## config.mk

```make
export PLATFORM = sky130hd
export DESIGN_NAME = f_stage_rounds_flat
export DESIGN_NICKNAME = d
export VERILOG_FILES = /design/src/rtl/f_stage_rounds_if.sv /design/src/rtl/f_stage_rounds.sv /design/src/flat_wrapper.sv
export SDC_FILE = /design/constraint.sdc
export NUM_CORES = 2
export LEC_CHECK = 0
export BUFFER_PORTS_ARGS = -buffer_cell sky130_fd_sc_hd__buf_4
export CAP_MARGIN = 15
export CORE_AREA = 2 2 227 229
export DETAILED_ROUTE_END_ITERATION = 10
export DIE_AREA = 0 0 229 231
export MAX_ROUTING_LAYER = met4
export PLACE_DENSITY = 0.86
export SLEW_MARGIN = 20
export SYNTH_ARGS = -nofsm -noshare
export SYNTH_HDL_FRONTEND = slang
export SYNTH_SLANG_ARGS = --single-unit
export TNS_END_PERCENT = 20
```

## constraint.sdc

```tcl
create_clock -name clk -period 16.8 [get_ports clk]
set_input_delay 0.84 -clock clk [delete_from_list [all_inputs] [get_ports clk]]
set_output_delay 0.84 -clock clk [all_outputs]
set_load 0.01 [all_outputs]
```

## src/rtl/f_stage_rounds_if.sv

```systemverilog
// Handshake and data bundle for the SHA-256 round stage.
// The slave side is the round engine; the master side supplies state, constants and words.
interface f_stage_rounds_if #(
  parameter int UNROLL = 1
);
  logic                    run;
  logic [255:0]            state_in;
  logic [32*UNROLL-1:0]    k_in;
  logic [32*UNROLL-1:0]    w_in;
  logic [6:0]              kw_round;
  logic                    busy;
  logic                    out_valid;
  logic                    out_ready;
  logic [255:0]            state_out;

  modport master (
    output run, state_in, k_in, w_in, out_ready,
    input  kw_round, busy, out_valid, state_out
  );

  modport slave (
    input  run, state_in, k_in, w_in, out_ready,
    output kw_round, busy, out_valid, state_out
  );
endinterface

```

## src/rtl/f_stage_rounds.sv

```systemverilog
// SHA-256 compression rounds, UNROLL chained rounds per clock, with an IDLE/RUN/DONE handshake.
// Define F_STAGE_FEEDFWD_EN to add the captured input state to the result (Davies-Meyer).
module f_stage_rounds #(
  parameter int ROUNDS = 64,
  parameter int UNROLL = 1
) (
  input  logic             clk,
  input  logic             rst,
  f_stage_rounds_if.slave  bus
);

  typedef enum logic [1:0] {IDLE, RUN, DONE} state_t;

  state_t       state_q, state_d;
  logic [255:0] work_q, work_d;
  logic [255:0] state_out_q, state_out_d;
  logic [6:0]   kw_q, kw_d;
  logic [255:0] rounds_out;
  logic [255:0] final_out;
  logic         last_c;
  logic         accept_c;

  function automatic logic [31:0] rotr(input logic [31:0] x, input int n);
    return (x >> n) | (x << (32 - n));
  endfunction

  function automatic logic [255:0] sha_round(input logic [255:0] s,
                                             input logic [31:0]  k,
                                             input logic [31:0]  w);
    logic [31:0] a, b, c, d, e, f, g, h, t1, t2;
    {a, b, c, d, e, f, g, h} = s;
    t1 = h + (rotr(e, 6) ^ rotr(e, 11) ^ rotr(e, 25)) + ((e & f) ^ (~e & g)) + k + w;
    t2 = (rotr(a, 2) ^ rotr(a, 13) ^ rotr(a, 22)) + ((a & b) ^ (a & c) ^ (b & c));
    return {t1 + t2, a, b, c, d + t1, e, f, g};
  endfunction

  always_comb begin
    rounds_out = work_q;
    for (int i = 0; i < UNROLL; i++) begin
      rounds_out = sha_round(rounds_out, bus.k_in[32*i +: 32], bus.w_in[32*i +: 32]);
    end
  end

  assign last_c   = (state_q == RUN) && ((kw_q + 7'(UNROLL)) == 7'(ROUNDS));
  // A finished block may hand straight over to the next one when the result is taken.
  assign accept_c = bus.run && ((state_q == IDLE) || ((state_q == DONE) && bus.out_ready));

`ifdef F_STAGE_FEEDFWD_EN
  logic [255:0] init_q, init_d;

  always_comb begin
    init_d = init_q;
    if (accept_c) init_d = bus.state_in;
    final_out = '0;
    for (int i = 0; i < 8; i++) begin
      final_out[32*i +: 32] = rounds_out[32*i +: 32] + init_q[32*i +: 32];
    end
  end

  always_ff @(posedge clk or negedge rst) begin
    if (!rst) init_q <= '0;
    else      init_q <= init_d;
  end
`else
  assign final_out = rounds_out;
`endif

  always_ff @(posedge clk or negedge rst) begin
    if (!rst) state_q <= IDLE;
    else      state_q <= state_d;
  end

  always_comb begin
    state_d = state_q;
    case (state_q)
      IDLE:    if (bus.run) state_d = RUN;
      RUN:     if (last_c) state_d = DONE;
      DONE:    if (bus.out_ready) state_d = bus.run ? RUN : IDLE;
      default: state_d = IDLE;
    endcase
  end

  always_comb begin
    bus.busy      = (state_q == RUN);
    bus.out_valid = (state_q == DONE);
  end

  always_comb begin
    work_d      = work_q;
    kw_d        = kw_q;
    state_out_d = state_out_q;
    if (accept_c) begin
      work_d = bus.state_in;
      kw_d   = '0;
    end else if (state_q == RUN) begin
      work_d = rounds_out;
      kw_d   = last_c ? 7'd0 : kw_q + 7'(UNROLL);
      if (last_c) state_out_d = final_out;
    end
  end

  always_ff @(posedge clk or negedge rst) begin
    if (!rst) begin
      work_q      <= '0;
      kw_q        <= '0;
      state_out_q <= '0;
    end else begin
      work_q      <= work_d;
      kw_q        <= kw_d;
      state_out_q <= state_out_d;
    end
  end

  assign bus.kw_round  = kw_q;
  assign bus.state_out = state_out_q;

endmodule
```

## src/flat_wrapper.sv

```systemverilog
// flat-port wrapper written by rule: the top's interface ports become plain ports
module f_stage_rounds_flat 
#(
  parameter int ROUNDS = 64,
  parameter int UNROLL = 1
)
  (clk, rst, bus_run, bus_state_in, bus_k_in, bus_w_in, bus_out_ready, bus_kw_round, bus_busy, bus_out_valid, bus_state_out);
  f_stage_rounds_if #(.UNROLL(UNROLL)) bus_i ();
  input  logic clk;
  input  logic rst;
  input wire logic [$bits(bus_i.run)-1:0] bus_run;
  input wire logic [$bits(bus_i.state_in)-1:0] bus_state_in;
  input wire logic [$bits(bus_i.k_in)-1:0] bus_k_in;
  input wire logic [$bits(bus_i.w_in)-1:0] bus_w_in;
  input wire logic [$bits(bus_i.out_ready)-1:0] bus_out_ready;
  output wire logic [$bits(bus_i.kw_round)-1:0] bus_kw_round;
  output wire logic [$bits(bus_i.busy)-1:0] bus_busy;
  output wire logic [$bits(bus_i.out_valid)-1:0] bus_out_valid;
  output wire logic [$bits(bus_i.state_out)-1:0] bus_state_out;
  assign bus_i.run = bus_run;
  assign bus_i.state_in = bus_state_in;
  assign bus_i.k_in = bus_k_in;
  assign bus_i.w_in = bus_w_in;
  assign bus_i.out_ready = bus_out_ready;
  assign bus_kw_round = bus_i.kw_round;
  assign bus_busy = bus_i.busy;
  assign bus_out_valid = bus_i.out_valid;
  assign bus_state_out = bus_i.state_out;
  f_stage_rounds #(.ROUNDS(ROUNDS), .UNROLL(UNROLL)) u_core (.clk(clk), .rst(rst), .bus(bus_i));
endmodule
```

# After elaboration in Yosys (flattened, before gate mapping)
# Index checks and enable logic that the tools add are counted.
# classes
addsub	8
eq_ne	6
muxes	10
n_bitwise	20
reduce_logical	8
# ops
cell	n
$mux 256	2
$add 32x32->32	7
$xor 32x32->32	7
$and 32x32->32	5
$not 32->32	1
$or 10x32->32	1
$or 19x32->32	1
$or 21x32->32	1
$or 26x32->32	1
$or 30x32->32	1
$or 7x32->32	1
$mux 7	3
$add 7x1->7 const B	1
$eq 7x7->1 const B	1
$mux 2	3
$pmux 2 s3	1
$reduce_and 3->1	2
$ne 2x2->1 const B	2
$logic_and 1x1->1	3
$eq 2x1->1 const B	1
$eq 2x2->1 const B	1
$logic_not 2->1	1
$ne 2x1->1 const B	1
$reduce_bool 2->1	1
3 further kinds	3
# word_totals
regBits	521
inputBits	324
elab_cells	56

# Longest topological paths before layout
# logic_depth
ltp_word	10
mapped_depth	30
mapped_depth_nobuf	29

# Least setup slack after synthesis
# No wires, ideal clock.
# synth_timing
kind	input port to flip-flop
startpoint	input port bus_w_in[1]
endpoint	register u_core.state_out_q[251], in the netlist u_core.bus.state_out[251]
setup_time_ps	69
arrival_ps	6946
slack_ps	9785
path_stages	26
n_path_buf	0
cell_sequence	inv_1 fa_1 fa_1 fa_1 inv_1 ha_1 fa_1 a211oi_1 o21ai_1 nor3_1 o21ai_0 a41o_1 o21a_1 nor2_1 xnor2_1 fa_1 ha_1 and4_1 nand4_1 or3b_1 a21oi_2 o21ai_2 o21ai_2 a21oi_2 or4b_1 nand3_1
# synth_between
elab_chain_len	2
# synth_rtl
item	line_no	text
from (decl)	flat_wrapper.sv:14	input wire logic [$bits(bus_i.w_in)-1:0] bus_w_in;
$add 32x32->32	f_stage_rounds.sv:32	t1 = h + (rotr(e, 6) ^ rotr(e, 11) ^ rotr(e, 25)) + ((e & f) ^ (~e & g)) + k + w;
$add 32x32->32	f_stage_rounds.sv:34	return {t1 + t2, a, b, c, d + t1, e, f, g};
to (signal assigned)	f_stage_rounds.sv:110	state_out_q <= state_out_d;
to (decl)	f_stage_rounds.sv:16	logic [255:0] state_out_q, state_out_d;
# No other way between the ends.
# A chain may end at the register's enable or synchronous reset.

# Final worst setup path
# layout_timing
startpoint	register u_core.work_q[96]
endpoint	register u_core.state_out_q[251], in the netlist u_core.bus.state_out[251]
# layout_between
elab_chain_len	8
elab_cells_between_ends	14
# layout_rtl
item	line_no	text
from (decl)	f_stage_rounds.sv:15	logic [255:0] work_q, work_d;
from (signal assigned)	f_stage_rounds.sv:108	work_q <= work_d;
$or 21x32->32 / $or 26x32->32 (equally long branches)	f_stage_rounds.sv:24	return (x >> n) | (x << (32 - n));
$xor 32x32->32 (2 in series)	f_stage_rounds.sv:32	
$add 32x32->32	f_stage_rounds.sv:32	
$add 32x32->32 (*) (3 in series)	f_stage_rounds.sv:32	
$add 32x32->32 (*)	f_stage_rounds.sv:34	
# Every way passes the cells marked *; elsewhere a longest branch is shown, timed or not.

==> summary.md <==
| Metric | Value |
|---|---|
| Status | completed |
| Routed vias/inst | between 6 and 7 |
| Die Y | around 230 um |
| Full die area | around 53000 sq um |
| Fmax | 124 MHz |
| Crit end category | flop |
| Hold crit path type | in -> async |
| Sequential-to-total area share from yosys stat | 42.8% |
| Critical path startpoint category | flop |
| Max_cap viols | 0 |
| Final setup viols | 0 |
| Core box area | between 50000 and 60000 sq um |
| CTS Sinks | between 500 and 600 |
| CP dominant cell by count | fa_1 |
| Synthesis-to-finish area growth | 22.1% |
| RSZ-0062 raised after global routing | no |
| # resized after CTS | 0 |
| # hold bufs at CTS | 0 |
| Largest net degree at the start of global routing | 176 |
| Period Utilization, post-route | a little under half |
| Synth Net Count | approximately 3600 |
| Top cell family by delay on the critical path | adder cells |
| Clock Tree Buf Depth | 3 |
| Layout cells sized above 1 | a little over a quarter |
| Ys async rst share | 100% |
| Port bufs | 588 |
| Commonest cells after routing, fill and taps aside | 615 x buf_4, 521 x dfrtp_1, 503 x nand2_1 |
| Vias in the first global route | approximately 26000 |
| Synth unique cells | 78 |
| Synthesized cell area | about 30000 sq um |
| # Post-CTS Setup Buffers | 0 |
| Critical path's slowest cell | dfrtp_1 |
| Final setup TNS | 0 ns |
| IO Pins | ~590 |
| Worst-path clk slew | roughly 0.07 ns |
| FP Rows | 83 |
| Area share of the largest cell type after synthesis | 42.8% |
| Detailed Place HPWL | ~77000 um |
| CTS buffer count | 54 |
| Synth warn | 0 |
| First-pass DRT Iterations | 6 |
| Hold Vio Cnt, Final | 0 |
| Nets | slightly above 4000 |
| Ys flop type | dfrtp_1 |
| H-Tree Depth | 2 |
| Worst EP arrival | about 8.6 ns |
| Syn Area/Cell | 10.1 sq um |
| First-pass GRT wire length | ~160000 um |
| Synth Register Bits | around 520 |
| Final core utilization | between 70% and 80% |
| Starting Density | around 60% |
| Tot GR Track Use | a little over 40% |
| CP required | 17.37 ns |
| Initial antenna violation count | 10 |
| WS Path Type | reg -> reg |
| WL/cell | about 25 um |
| Crit Path Max Fanout | 11 |
| Insertion delay to the later sink of the worst-skew pair | around 0.63 ns |
| Most common cell after layout, fill and taps aside | buf_4 |
| Synth Instances | about 3000 |
| Grt ovf | 0 |
| # DRC | 0 |
| Skew final | 0.0323 ns |
| Minimum clock period | slightly above 8 ns |
| DR vias | roughly 26000 |
| CTS Root Cell | clkbuf_16 |
| CP bufs+invs | 2 |
| Post-Route WL | between 100000 and 150000 um |
| GPL Wtd Cong | around 1.0 |
| Drt first-iter violations | between 2000 and 3000 |
| Final-report max-slew violation count | 0 |
| Cell taking the most area after synthesis | dfrtp_1 |
| Routed Antenna Nets | 0 |
| Slew HR | roughly 27% |
| Die span in x | approximately 230 um |
| CTS tree | built |
| EDFF count, synth | 0 |
| CP max stage delay | between 0.5 and 0.6 ns |
| Top post-synthesis cells by area | dfrtp_1 43%, fa_1 8.2%, mux2_2 8.1% |
| Worst-margin pin slew | about 1.1 ns |
synth_stat cells (all sizes together), types with 30 or more instances:
master and instances:
a21o 49, a21oi 118, a22oi 209, and3 30, buf 30, clkbuf 170, dfrtp 521, fa 125
ha 95, inv 250, mux2 219, nand2 503, nor2 59, o21ai 148, xnor2 157, xor2 58
path summary, 6_finish.rpt:
kind	start	endpoint	slack [ns]	cells past startpoint
max	u_core.work_q[96]	u_core.bus.state_out[251]	8.74	27
min	rst	u_core.bus.state_out[182]	0.22	1
max reg2reg	u_core.work_q[96]	u_core.bus.state_out[251]	8.74	27
min reg2reg	u_core.bus.state_out[125]	u_core.bus.state_out[125]	0.48	2
max in group asynchronous	rst	u_core.work_q[43]	14.26	3
min in group clk	bus_state_in[223]	u_core.work_q[223]	0.42	3
flip-flops by register name, summed over array words and instances (netlist names):
register / count
u_core.state_q: 2
u_core.bus.state_out: 256
u_core.bus.kw_round: 7
u_core.work_q: 256
routing by layer:
metal,share of wire (%),wire [um],vias to the layer above,track usage (%)
met4,5.2,5540,0,18.0
met3,9.8,10400,325,8.73
met5,0,0,-,-
met1,38,39900,12587,51.0
li1,-,-,11147,-
met2,47,50000,1552,64.3
area by class of cell:
class / instances / area, sq um
clock inverter: 30 / 463
clock buffer: 70 / 1480
multi-input combinational: 2035 / 15700
antenna: 9 / 22.5
sequential: 521 / 13000
timing repair buffer: 618 / 4670
fill: 3474 / 13500
tap: 680 / 851
inverter: 251 / 950
kinds of logic after synthesis:
| logic type | Yosys count | synth area share, % |
|---|---|---|
| mux | 242 | 8.85 |
| xor+xnor | 217 | 6.33 |
| flops | 521 | 42.8 |
| simple gates | 697 | 9.68 |
| fa+ha+maj | 241 | 12.8 |
| buf+inv | 451 | 5.67 |
| compound gates | 638 | 13.9 |
metrics by stage:
stage	hold slack, ns	instances	area (sq um)	setup slack [ns]
global placement	0.463	4105	35200	8.89
floorplan	0.448	3007	30500	9.79
finish	0.219	4214	37200	8.74
detailed placement	0.469	4105	35200	8.77
global route	0.290	4214	37200	8.41
CTS	0.252	4205	37200	8.91
Power is left out: the tool's default activity adds up to more than one toggle a clock period on the data nets, which glitch-free logic cannot reach.
